## src/rtl/serdes_pkg.sv

```systemverilog
// Shared types and constants for the serial-link transmit scheduler.
// Used by serdes_rr_arb and serdes_tx_sched.
package serdes_pkg;

  typedef enum logic [2:0] {
    ST_IDLE = 3'd0,
    ST_SYNC = 3'd1,
    ST_HDR  = 3'd2,
    ST_DATA = 3'd3,
    ST_CHK  = 3'd4,
    ST_GAP  = 3'd5
  } state_e;

  localparam logic [3:0] HDR_TAG       = 4'hA;
  localparam logic [7:0] DEF_SYNC_BYTE = 8'hD5;

  function automatic logic [7:0] hdr_byte(input logic [3:0] id);
    return {HDR_TAG, id};
  endfunction

endpackage

```

## src/rtl/serdes_rr_arb.sv

```systemverilog
// Round-robin arbiter: the search starts at the pointer, and the pointer moves
// to one past the winner whenever advance_i accepts a grant.
module serdes_rr_arb #(
  parameter int NUM_REQ = 4
) (
  input  logic               clk_i,
  input  logic               rst_ni,
  input  logic [NUM_REQ-1:0] req_i,
  input  logic               advance_i,
  output logic [NUM_REQ-1:0] gnt_o,
  output logic [3:0]         id_o,
  output logic               any_o
);

  logic [3:0] ptr_q, ptr_d;

  // Two passes: first from the pointer upward, then from 0, which wraps the search.
  always_comb begin
    gnt_o = '0;
    id_o  = 4'd0;
    any_o = 1'b0;
    for (int j = 0; j < NUM_REQ; j++) begin
      if (!any_o && req_i[j] && (4'(j) >= ptr_q)) begin
        any_o    = 1'b1;
        id_o     = 4'(j);
        gnt_o[j] = 1'b1;
      end
    end
    for (int j = 0; j < NUM_REQ; j++) begin
      if (!any_o && req_i[j]) begin
        any_o    = 1'b1;
        id_o     = 4'(j);
        gnt_o[j] = 1'b1;
      end
    end
  end

  always_comb begin
    ptr_d = ptr_q;
    if (advance_i && any_o) begin
      ptr_d = (id_o == 4'(NUM_REQ - 1)) ? 4'd0 : id_o + 4'd1;
    end
  end

  always_ff @(posedge clk_i or negedge rst_ni) begin
    if (!rst_ni) begin
      ptr_q <= 4'd0;
    end else begin
      ptr_q <= ptr_d;
    end
  end

endmodule

```

## src/rtl/serdes_tx_sched.sv

```systemverilog
// Transmit scheduler: round-robin grant, SYNC/HDR/payload framing, LSB-first serializer.
// Define SERDES_TX_SCHED_CHK_EN to append an XOR checksum byte after the payload.
module serdes_tx_sched
  import serdes_pkg::*;
#(
  parameter int         NUM_REQ    = 4,
  parameter logic [7:0] SYNC_BYTE  = DEF_SYNC_BYTE,
  parameter int         MAX_BURST  = 8,
  parameter int         GAP_CYCLES = 2
) (
  input  logic                 clk,
  input  logic                 rst_n,
  input  logic                 en,
  input  logic [NUM_REQ-1:0]   req_valid,
  input  logic [8*NUM_REQ-1:0] req_data,
  input  logic [NUM_REQ-1:0]   req_last,
  output logic [NUM_REQ-1:0]   req_ready,
  output logic                 ser_out,
  output logic                 ser_frame,
  output logic                 ser_sof,
  output logic                 busy,
  output logic [3:0]           grant_id,
  output logic                 err_underrun
);

  localparam logic [7:0] BURST_MAX   = 8'(MAX_BURST);
  localparam logic [3:0] GAP_LAST    = 4'(GAP_CYCLES - 1);
  localparam state_e     AFTER_FRAME = (GAP_CYCLES == 0) ? ST_IDLE : ST_GAP;

  state_e               state_q, state_d;
  logic [2:0]           bit_cnt_q;
  logic [7:0]           sh_q;
  logic [7:0]           burst_q;
  logic                 last_q;
  logic [3:0]           gap_q;
  logic [3:0]           gid_q;
  logic [NUM_REQ-1:0]   goh_q;
  logic                 frame_q;
  logic                 sof_q;
`ifdef SERDES_TX_SCHED_CHK_EN
  logic [7:0]           chk_q;
`endif

  logic [NUM_REQ-1:0]   arb_gnt;
  logic [3:0]           arb_id;
  logic                 arb_any;
  logic                 start;
  logic                 byte_end;
  logic                 load_slot;
  logic                 accept;
  logic                 underrun;
  logic                 sel_valid;
  logic                 sel_last;
  logic [7:0]           sel_data;

  assign start = (state_q == ST_IDLE) && en && arb_any;

  serdes_rr_arb #(
    .NUM_REQ (NUM_REQ)
  ) u_arb (
    .clk_i     (clk),
    .rst_ni    (rst_n),
    .req_i     (req_valid),
    .advance_i (start),
    .gnt_o     (arb_gnt),
    .id_o      (arb_id),
    .any_o     (arb_any)
  );

  // Mux the granted requester's byte lane via the latched one-hot grant.
  always_comb begin
    sel_data = 8'h00;
    for (int i = 0; i < NUM_REQ; i++) begin
      if (goh_q[i]) sel_data = sel_data | req_data[8*i +: 8];
    end
  end

  assign sel_valid = |(req_valid & goh_q);
  assign sel_last  = |(req_last & goh_q);
  assign byte_end  = (bit_cnt_q == 3'd7);

  // A fetch slot exists at the end of HDR or of a payload byte unless the
  // packet already ended or the burst is full; an empty slot is an underrun.
  assign load_slot = byte_end &&
                     ((state_q == ST_HDR) ||
                      ((state_q == ST_DATA) && !last_q && (burst_q != BURST_MAX)));
  assign accept    = load_slot && sel_valid;
  assign underrun  = load_slot && !sel_valid;

  always_ff @(posedge clk or negedge rst_n) begin
    if (!rst_n) begin
      state_q <= ST_IDLE;
    end else begin
      state_q <= state_d;
    end
  end

  always_comb begin
    state_d = state_q;
    case (state_q)
      ST_IDLE: if (start) state_d = ST_SYNC;
      ST_SYNC: if (byte_end) state_d = ST_HDR;
      ST_HDR:  if (byte_end) state_d = accept ? ST_DATA : AFTER_FRAME;
      ST_DATA: begin
        if (byte_end && !accept) begin
`ifdef SERDES_TX_SCHED_CHK_EN
          state_d = ST_CHK;
`else
          state_d = AFTER_FRAME;
`endif
        end
      end
      ST_CHK:  if (byte_end) state_d = AFTER_FRAME;
      ST_GAP:  if (gap_q == GAP_LAST) state_d = ST_IDLE;
      default: state_d = ST_IDLE;
    endcase
  end

  always_comb begin
    req_ready    = accept ? (req_valid & goh_q) : '0;
    err_underrun = underrun;
    busy         = (state_q != ST_IDLE);
  end

  assign ser_out   = sh_q[0];
  assign ser_frame = frame_q;
  assign ser_sof   = sof_q;
  assign grant_id  = gid_q;

  // sh_q[0] is the line itself, so loading a byte at an edge puts its bit 0
  // on ser_out in the very next cycle; clearing it keeps the idle line at 0.
  always_ff @(posedge clk or negedge rst_n) begin
    if (!rst_n) begin
      bit_cnt_q <= 3'd0;
      sh_q      <= 8'h00;
      burst_q   <= 8'd0;
      last_q    <= 1'b0;
      gap_q     <= 4'd0;
      gid_q     <= 4'd0;
      goh_q     <= '0;
      frame_q   <= 1'b0;
      sof_q     <= 1'b0;
`ifdef SERDES_TX_SCHED_CHK_EN
      chk_q     <= 8'h00;
`endif
    end else begin
      sof_q <= 1'b0;
      case (state_q)
        ST_IDLE: begin
          if (start) begin
            sh_q      <= SYNC_BYTE;
            frame_q   <= 1'b1;
            sof_q     <= 1'b1;
            bit_cnt_q <= 3'd0;
            burst_q   <= 8'd0;
            last_q    <= 1'b0;
            gid_q     <= arb_id;
            goh_q     <= arb_gnt;
`ifdef SERDES_TX_SCHED_CHK_EN
            chk_q     <= 8'h00;
`endif
          end
        end
        ST_SYNC, ST_HDR, ST_DATA, ST_CHK: begin
          bit_cnt_q <= bit_cnt_q + 3'd1;
          if (!byte_end) begin
            sh_q <= {1'b0, sh_q[7:1]};
          end else if (state_q == ST_SYNC) begin
            sh_q <= hdr_byte(gid_q);
          end else if (accept) begin
            sh_q    <= sel_data;
            burst_q <= burst_q + 8'd1;
            last_q  <= sel_last;
`ifdef SERDES_TX_SCHED_CHK_EN
            chk_q   <= chk_q ^ sel_data;
`endif
          end
`ifdef SERDES_TX_SCHED_CHK_EN
          else if (state_q == ST_DATA) begin
            sh_q <= chk_q;
          end
`endif
          else begin
            sh_q    <= 8'h00;
            frame_q <= 1'b0;
            gap_q   <= 4'd0;
          end
        end
        ST_GAP: gap_q <= gap_q + 4'd1;
        default: ;
      endcase
    end
  end

endmodule

```

## config.mk

```make
export PLATFORM = sky130hd
export DESIGN_NAME = serdes_tx_sched
export DESIGN_NICKNAME = d
export VERILOG_FILES = /design/src/rtl/serdes_pkg.sv /design/src/rtl/serdes_rr_arb.sv /design/src/rtl/serdes_tx_sched.sv
export SDC_FILE = /design/constraint.sdc
export NUM_CORES = 1
export LEC_CHECK = 0
export BUFFER_PORTS_ARGS = -buffer_cell sky130_fd_sc_hd__buf_2
export CORE_ASPECT_RATIO = 0.7
export CORE_UTILIZATION = 40
export DETAILED_ROUTE_END_ITERATION = 10
export GPL_TIMING_DRIVEN = 0
export PLACE_DENSITY = 0.6
export SLEW_MARGIN = 25
export SYNTH_ARGS = -nofsm -noshare
export SYNTH_HDL_FRONTEND = slang
export SYNTH_HIERARCHICAL = 1
export SYNTH_SLANG_ARGS = --single-unit
```

## constraint.sdc

```tcl
create_clock -name clk -period 2.66 [get_ports clk]
set_input_delay 0.133 -clock clk [delete_from_list [all_inputs] [get_ports clk]]
set_output_delay 0.133 -clock clk [all_outputs]
set_load 0.05 [all_outputs]
```

Word-level counts from Yosys, hierarchy flattened
Index checks and enable logic that the tools add are counted.
{"block": "word_totals", "reg_bits": 41, "output_inout_bits": 13}
{"block": "op_classes", "addsub": 4, "order_cmp": 4, "n_eq_ne": 19, "n_mux": 64, "n_bitwise": 5, "reduce_logical": 44}
{"operator": "8-bit 2-to-1 mux", "n": 12}
{"operator": "8-bit case mux with 2 select lines", "n": 2}
{"operator": "1-bit 2-to-1 mux", "n": 26}
{"operator": "3-bit 2-to-1 mux", "n": 8}
{"operator": "8-bit OR", "n": 3}
{"operator": "1-bit logical AND", "n": 20}
{"operator": "4-bit 2-to-1 mux", "n": 5}
{"operator": "3-bit case mux with 6 select lines", "n": 1}
{"operator": "2-bit != test (second input constant)", "n": 8}
{"operator": "2-bit 2-to-1 mux", "n": 6}
{"operator": "4-bit OR reduction", "n": 3}
{"operator": "1-bit zero test", "n": 10}
{"operator": "5-bit AND reduction", "n": 2}
{"operator": "3-bit equality test (second input constant)", "n": 3}
{"operator": "8-bit by 1-bit adder with 8-bit output (second input constant)", "n": 1}
{"operator": "4-bit bitwise AND", "n": 2}
{"operator": "1-bit by 4-bit greater-or-equal comparator with 1-bit output (first input constant)", "n": 2}
{"operator": "2-bit by 4-bit greater-or-equal comparator with 1-bit output (first input constant)", "n": 2}
{"operator": "8-bit by 4-bit != test with 1-bit output (second input constant)", "n": 1}
{"operator": "4-bit case mux with 2 select lines", "n": 1}
{"operator": "3-bit by 2-bit equality test with 1-bit output (second input constant)", "n": 2}
{"operator": "3-bit case mux with 2 select lines", "n": 1}
{"operator": "6-bit AND reduction", "n": 1}
{"operator": "4-bit by 1-bit adder with 4-bit output (second input constant)", "n": 1}
{"operator": "13 further kinds", "n": 17}

Longest topological paths before layout
Gate-level depths: netlist of run 1.
{"block": "depth", "depth_word": 30, "depth_mapped": 8, "ltp_nobuf": 7}

By module
The synthesis of run 1 kept the hierarchy.
{"module": "serdes_tx_sched", "instances": 1, "cells_each": 250, "area_each_um2": 2224.6, "seq_area_each_um2": 925.9}
{"module": "serdes_rr_arb", "instances": 1, "cells_each": 37, "area_each_um2": 317.8, "seq_area_each_um2": 50.0}

Worst setup path before layout of run 1
No wires, ideal clock.
{"block": "synth_timing", "kind": "reg-to-output", "from": "reg bit_cnt_q[0]", "to": "out err_underrun", "t_arrival_ns": 2.041, "t_required_ns": 2.527, "slack_ns": 0.486, "stages_incl_launch_ff": 7, "path_cell_list": "dfrtp_1 ha_1 ha_1 nand3b_1 a221o_2 buf_6 nor2_1"}
{"block": "synth_via", "elab_chain_cells": 3}
{"item": "start, declared", "line": "serdes_tx_sched.sv:31", "rtl": "logic [2:0] bit_cnt_q;"}
{"item": "start signal, assigned", "line": "serdes_tx_sched.sv:165", "rtl": "bit_cnt_q <= bit_cnt_q + 3'd1;"}
{"item": "3-bit equality test", "line": "serdes_tx_sched.sv:80", "rtl": "assign byte_end = (bit_cnt_q == 3'd7);"}
{"item": "1-bit logical AND", "line": "serdes_tx_sched.sv:84", "rtl": "assign load_slot = byte_end &&"}
{"item": "1-bit logical AND", "line": "serdes_tx_sched.sv:88", "rtl": "assign underrun = load_slot && !sel_valid;"}
{"item": "end, declared", "line": "serdes_tx_sched.sv:23", "rtl": "output logic err_underrun"}
Every way passes these cells.

Worst setup path after layout of run 1
{"block": "layout_timing", "from": "reg state_q[0]", "to": "reg u_arb.ptr_q[1]"}
{"block": "layout_via", "elab_chain_cells": 4}
{"item": "start, declared", "line": "serdes_tx_sched.sv:30", "rtl": "state_e state_q, state_d;"}
{"item": "start signal, assigned", "line": "serdes_tx_sched.sv:94", "rtl": "state_q <= state_d;"}
{"item": "3-bit zero test", "line": "serdes_tx_sched.sv:56", "rtl": "assign start = (state_q == ST_IDLE) && en && arb_any;"}
{"item": "1-bit logical AND (2 in a row)", "line": "serdes_tx_sched.sv:56"}
{"item": "named net start", "line": "serdes_tx_sched.sv:47", "rtl": "logic start;"}
{"item": "1-bit logical AND", "line": "serdes_rr_arb.sv:40", "rtl": "if (advance_i && any_o) begin"}
{"item": "end signal, assigned", "line": "serdes_rr_arb.sv:49", "rtl": "ptr_q <= ptr_d;"}
{"item": "end, declared", "line": "serdes_rr_arb.sv:15", "rtl": "logic [3:0] ptr_q, ptr_d;"}
The timed path passes the listed nets, and every way through them passes these cells.
A chain may end at the register's enable or synchronous reset.

==> results.cfg, run 1 <==
[outcome]
status = finished clean

[synth]
synthCells = 287
synth-seq-cells = 39
synth-edff-count = 0
synth_flop_cell = dfrtp_1
syn_area_um2 = 2540
synth-async-reset-ratio = 1.00
ys_types = 53
avgSynthCellArea_um2 = 8.86
seq_area_frac_synth = 0.384
synth_area_leaders = dfrtp_1 (38%), nand2_1 (6.1%), a22o_1 (4.5%)
yosysTopAreaCell = dfrtp_1
synth.top_cell.area_share = 0.384
yosys_warnings = 6

[pwr]
irDropWorstVdd_mv = 0.409
powerDensity_nw_per_um2 = 997
p_leak_nw = 1.43

[finish]
diodes = 0
final_common_cell = buf_2
area_delta_synth_final_pct = 19.7
layout_common_cells = buf_2 (58), nand2_1 (41), dfrtp_1 (39), nor2_1 (26), a21oi_1 (17)
drive_above_1_share = 0.256
final_nets = 401

[worst_setup_path]
crit_arrival_ns = 2.58
reg2reg_slack_ns = 0.26
startpoint = state_q[0]
required_ns = 2.84
end_kind = flip-flop
reg2regPathDepth = 7
timing.rr.start = state_q[0]
rr_endpoint = u_arb/ptr_q[1]
critPathLaunchType = flip-flop
path_max_fanout = 10
path_class = flip-flop to flip-flop
cp-endpoint = u_arb/ptr_q[1]

[route]
drt_iter0_markers = 151
drc = 0
route.vias.total = 2339
via_per_inst = 5.48
detail_route.wl_per_cell_um = 15.2
antenna_left = 0
wl_mm = 6.51
drt-pass1-iter-count = 4

[die]
dieArea_um2 = 6680
die_h_um = 68.7
core_um2 = 5930
ios = 56
num_rows = 23
initial_core_util = 0.429
die_x_um = 97.3

[global_route]
grt-ovfl-total = 0
grt_pass1_wl_mm = 10.5
grt_pass1_vias = 2173
antenna_found_initial = 0
grt_max_degree = 40
grt_use_total = 0.201

[sta]
hold_viol_final = 0
min_period_ns = 2.40
finalCritPeriodShare = 0.904
fin_skew_ns = 0.00479
fmax_ghz = 0.416
worst_hold_slack_ns = 0.139
drv_slew = 0
setup_violations = 0
slew_headroom = 0.398
tightest_slew_ns = 0.904
tns_ns = 0
rsz0062_at_grt = no

[clock_tree]
clkTransAtPathRegs_ns = 0.08
cts.sinks = 39
htreeDepth = 2
tritoncts = yes
cts_made_buffers = 5
clock-root-buffer = clkbuf_8
clock_tree.buffer_depth = 2
clock_latency_ns = 0.29

[worst_hold_path]
hp-class = input pin to flip-flop
whs_path_depth = 3

[run]
cap_violations = 0

[placed_design]
port_buffers = 55
gp_congestion = 0.798
dp_hpwl_mm = 4.90
-- routing by layer --
layer  track usage  part of all wire
met1         0.289              0.52
met4        0.0386            0.0045
met3        0.0403             0.055
met5             0                 0
met2         0.317              0.42
-- logic make-up (layout without fill, tap and decap cells) --
logic type | after synthesis | after routing | share of synthesized area
compound gates | 89 | 89 | 0.258
xor+xnor | 6 | 6 | 0.0207
fa+ha+maj | 7 | 7 | 0.0344
buf+inv | 33 | 97 | 0.0679
flops | 39 | 39 | 0.384
mux | 2 | 2 | 0.00984
other cells | 1 | 2 | 0.00147
simple gates | 110 | 110 | 0.223
-- synthesized netlist by cell type, types with 2 or more instances --
| library cell | count |
|---|---|
| buf_2 | 3 |
| or4_1 | 2 |
| clkbuf_1 | 9 |
| nand3_1 | 6 |
| o21a_1 | 2 |
| o21ai_0 | 15 |
| a22oi_1 | 8 |
| ha_1 | 7 |
| o22ai_1 | 3 |
| a22o_1 | 13 |
| a221oi_1 | 8 |
| o221ai_1 | 2 |
| nor2b_1 | 2 |
| dfrtp_1 | 39 |
| nor2_1 | 26 |
| nand2b_1 | 5 |
| buf_4 | 2 |
| and4_1 | 2 |
| o31ai_1 | 5 |
| a221oi_2 | 2 |
| a21oi_1 | 17 |
| o21ai_1 | 4 |
| and2_1 | 4 |
| nor3_1 | 5 |
| nand3b_1 | 4 |
| nand4_1 | 3 |
| nor3_2 | 3 |
| xnor2_1 | 5 |
| inv_1 | 13 |
| nand2_1 | 41 |
| buf_6 | 5 |
-- worst min path at each step --
stage,start,end,slack [ns]
6_report,req_last[3],last_q,0.14
5_1_grt,req_last[3],last_q,0.16
4_1_cts,req_last[3],last_q,0.14
3_5_place_dp,rst_n,burst_q[6],0.31
3_3_place_gp,rst_n,burst_q[6],0.32
2_1_floorplan,rst_n,bit_cnt_q[0],-0.16
-- final cells by class --
type | count | area [um2]
tap | 75 | 93.8
clock inverter | 2 | 35.0
fill | 569 | 2890
buffer | 19 | 120
sequential | 39 | 976
inverter | 14 | 52.6
multi-input combinational | 216 | 1400
timing repair buffer | 56 | 285
clock buffer | 6 | 82.6
-- worst max-delay path, stage by stage (launching register included) --
cell     delay [ns]
dfrtp_1        0.38
buf_6          0.14
nor3_1         0.31
nand3_1        0.39
inv_2          0.31
buf_2          0.31
o41ai_4        0.15
mux2_4         0.31
-- stage by stage --
step	area, um2	utilization	instances	total power [mW]	setup WS (ns)
6_report	3040	0.513	427	3.03	0.255
5_1_grt	3040	0.513	427	3.26	0.0775
4_1_cts	3040	0.513	427	3.05	0.249
3_5_place_dp	2920	0.492	418	2.53	0.268
3_3_place_gp	2920	0.492	418	2.50	0.277
2_1_floorplan	2550	-	288	2.12	0.486
-- timing repair --
item | CTS | global route
buffers inserted | 0 | 0
hold buffers | 1 | 0
endpoints found under the hold margin | 11 | 0
gates resized for setup | 0 | 0
-- sequential cells by signal, summed over array words and instances, names as in the netlist, 2 cells and up --
register,cells
sh_q,8
bit_cnt_q,3
burst_q,8
gap_q,4
goh_q,4
grant_id,4
u_arb/ptr_q,2
state_q,3
-- report_power, final --
group | internal (mW) | total [mW] | switching (mW)
Clock | 0.304 | 0.516 | 0.212
Combinational | 0.589 | 1.59 | 1.00
Sequential | 0.797 | 0.926 | 0.129
Total | 1.69 | 3.03 | 1.34
(Power assumes the default switching activity.)
==> run 2, diff against run 1 <==
--- a/config.mk
+++ b/config.mk
@@ -6,10 +6,8 @@
 export NUM_CORES = 1
 export LEC_CHECK = 0
 export BUFFER_PORTS_ARGS = -buffer_cell sky130_fd_sc_hd__buf_2
-export CORE_ASPECT_RATIO = 0.7
 export CORE_UTILIZATION = 40
 export DETAILED_ROUTE_END_ITERATION = 10
-export GPL_TIMING_DRIVEN = 0
 export PLACE_DENSITY = 0.6
 export SLEW_MARGIN = 25
 export SYNTH_ARGS = -nofsm -noshare
==> run 2 against run 1 <==
Effect of this change: sequential power up 11%; global-route usage up 1.0 points; clock-buffer cell count up 1; first-iteration DRC count decreased by 15%; worst hold slack gained 0.021 ns; largest cell class unchanged; register-to-register slack gained 0.17 ns; design area is 2.8% lower; clock skew is 0.0062 ns higher; combinational power is 11% lower; critical path depth stayed put; die area about the same; via count shrank 2.6%.
==> results.cfg, run 2 (synthesis results as in run 1) <==
[finish]
layout_common_cells = buf_2 (55), nand2_1 (41), dfrtp_1 (39), nor2_1 (26), a21oi_1 (17)
diodes = 0
fillers = 596
design_area_um2 = 2960
final_common_cell = buf_2
area_delta_synth_final_pct = 16.4
final_nets = 389
fin_cells = 415
largest_registers = burst_q x8, sh_q x8
drive_above_1_share = 0.250

[worst_setup_path]
cp_num_buf_inv = 1
path_cells = inv_1 > ha_1 > and4b_4 > a221o_2 > nor2_2 > a21oi_1 > o31ai_2
slowest_delay_ns = 0.48
crit_arrival_ns = 2.44
path_class = flip-flop to flip-flop
path_max_fanout = 12
reg2regPathDepth = 7
crit_path_top_delay_cell = a221o_2
required_ns = 2.87
critPathLaunchType = flip-flop
worst-path-stages = 7
crit_family = compound AO/OA/AOI/OAI gates
end_kind = flip-flop

[sta]
hold_viol_final = 0
min_period_ns = 2.24
drv_slew = 0
fin_ws_ns = 0.424
rsz0062_at_grt = no
finalCritPeriodShare = 0.841
tns_ns = 0
fin_skew_ns = 0.0110
setup_violations = 0
fmax_ghz = 0.447

[pwr]
p_int_mw = 1.53
p_clk_frac = 0.139
p_leak_nw = 1.39
irDropWorstVdd_mv = 0.433
powerDensity_nw_per_um2 = 959
p_sw_frac = 0.462
pwr-share-comb = 0.497
p_switching_mw = 1.31
seqPwrFrac = 0.364

[run]
cap_violations = 0

[global_route]
antenna_found_initial = 0
grt_use_total = 0.211
grt_pass1_wl_mm = 10.7
grt-ovfl-total = 0
grt_pass1_vias = 2219
grt_max_degree = 40

[placed_design]
gp_congestion = 0.801
post-place-cells = 405
dp_slack_ns = 0.422
place_area_um2 = 2840
port_buffers = 55
dp_hpwl_mm = 4.46

[outcome]
status = finished clean

[route]
drc = 0
via_per_inst = 5.49
antenna_left = 0
wl_mm = 6.23
drt_iter0_markers = 129
drt-pass1-iter-count = 4
detail_route.wl_per_cell_um = 15.0
route.vias.total = 2279

[clock_tree]
clock_latency_ns = 0.30
cts_made_buffers = 5
htreeDepth = 2
cts.sinks = 39
clock-root-buffer = clkbuf_8
clkTransAtPathRegs_ns = 0.07
cts_setup_buffers = 0
cts_resized = 0
clock_tree.buffer_depth = 2
tritoncts = yes

[die]
ios = 56
num_rows = 28
die_h_um = 81.7
core_um2 = 6030
die_x_um = 81.7
initial_core_util = 0.422
dieArea_um2 = 6680

[worst_hold_path]
hp-class = input pin to flip-flop
whs_path_depth = 3
==> run 2: cell types whose count changed in the layout (fill, tap and decap cells not counted), sizes merged <==
cell    delta
clkbuf     -8
buf        -3
bufinv     -1
==> run 2: cell type report <==
class                      instances  area (um2)  area share
clock inverter                     1        5.00     0.00169
clock buffer                       7        76.3      0.0258
inverter                          14        52.6      0.0178
multi-input combinational        216        1400       0.472
timing repair buffer              63         358       0.121
sequential                        39         976       0.330
tap                               75        93.8      0.0317
==> run 2: repair_timing <==
item	CTS	global route
endpoints found under the setup margin	0	0
hold buffers	1	0
hold endpoints to repair	23	0
==> run 2: power by group through the flow <==
stage	Clock (mW)	Combinational [mW]	Sequential (mW)
CTS	0.404	1.41	1.04
global route	0.422	1.58	1.08
detailed placement	0	1.40	1.04
global placement	0	1.38	1.04
floorplan	0	1.05	1.07
finish	0.394	1.41	1.03
==> run 2: layer usage <==
metal | global-route usage | vias up | wire length (um)
met5 | 0 | - | 0
met4 | 0.0649 | 0 | 75
met3 | 0.0456 | 6 | 308
met2 | 0.334 | 69 | 2890
met1 | 0.286 | 1065 | 2950
li1 | - | 1139 | -
==> run 2: worst register-to-register path, stage by stage (launching register included) <==
cell and delay (ns):
dfrtp_1 0.42, inv_1 0.07, ha_1 0.19, and4b_4 0.19, a221o_2 0.49, nor2_2 0.43, a21oi_1 0.15, o31ai_2 0.22
==> run 2: path summary, 6_finish.rpt <==
check / start / endpoint / slack, ns
worst min-delay path: req_last[3] / last_q / 0.16
max in group asynchronous: rst_n / grant_id[3] / 1.85
min in group asynchronous: rst_n / burst_q[3] / 0.32
worst min register to register: ser_frame / ser_frame / 0.50
worst max register to register: burst_q[0] / sh_q[5] / 0.42
worst max-delay path: burst_q[0] / sh_q[5] / 0.42
==> run 2: metrics by stage <==
stage | hold WS [ns] | util | power (mW)
floorplan | -0.163 | - | 2.12
global route | 0.207 | 0.491 | 3.08
global placement | 0.322 | 0.471 | 2.42
finish | 0.160 | 0.491 | 2.84
CTS | 0.155 | 0.487 | 2.85
detailed placement | 0.321 | 0.471 | 2.45
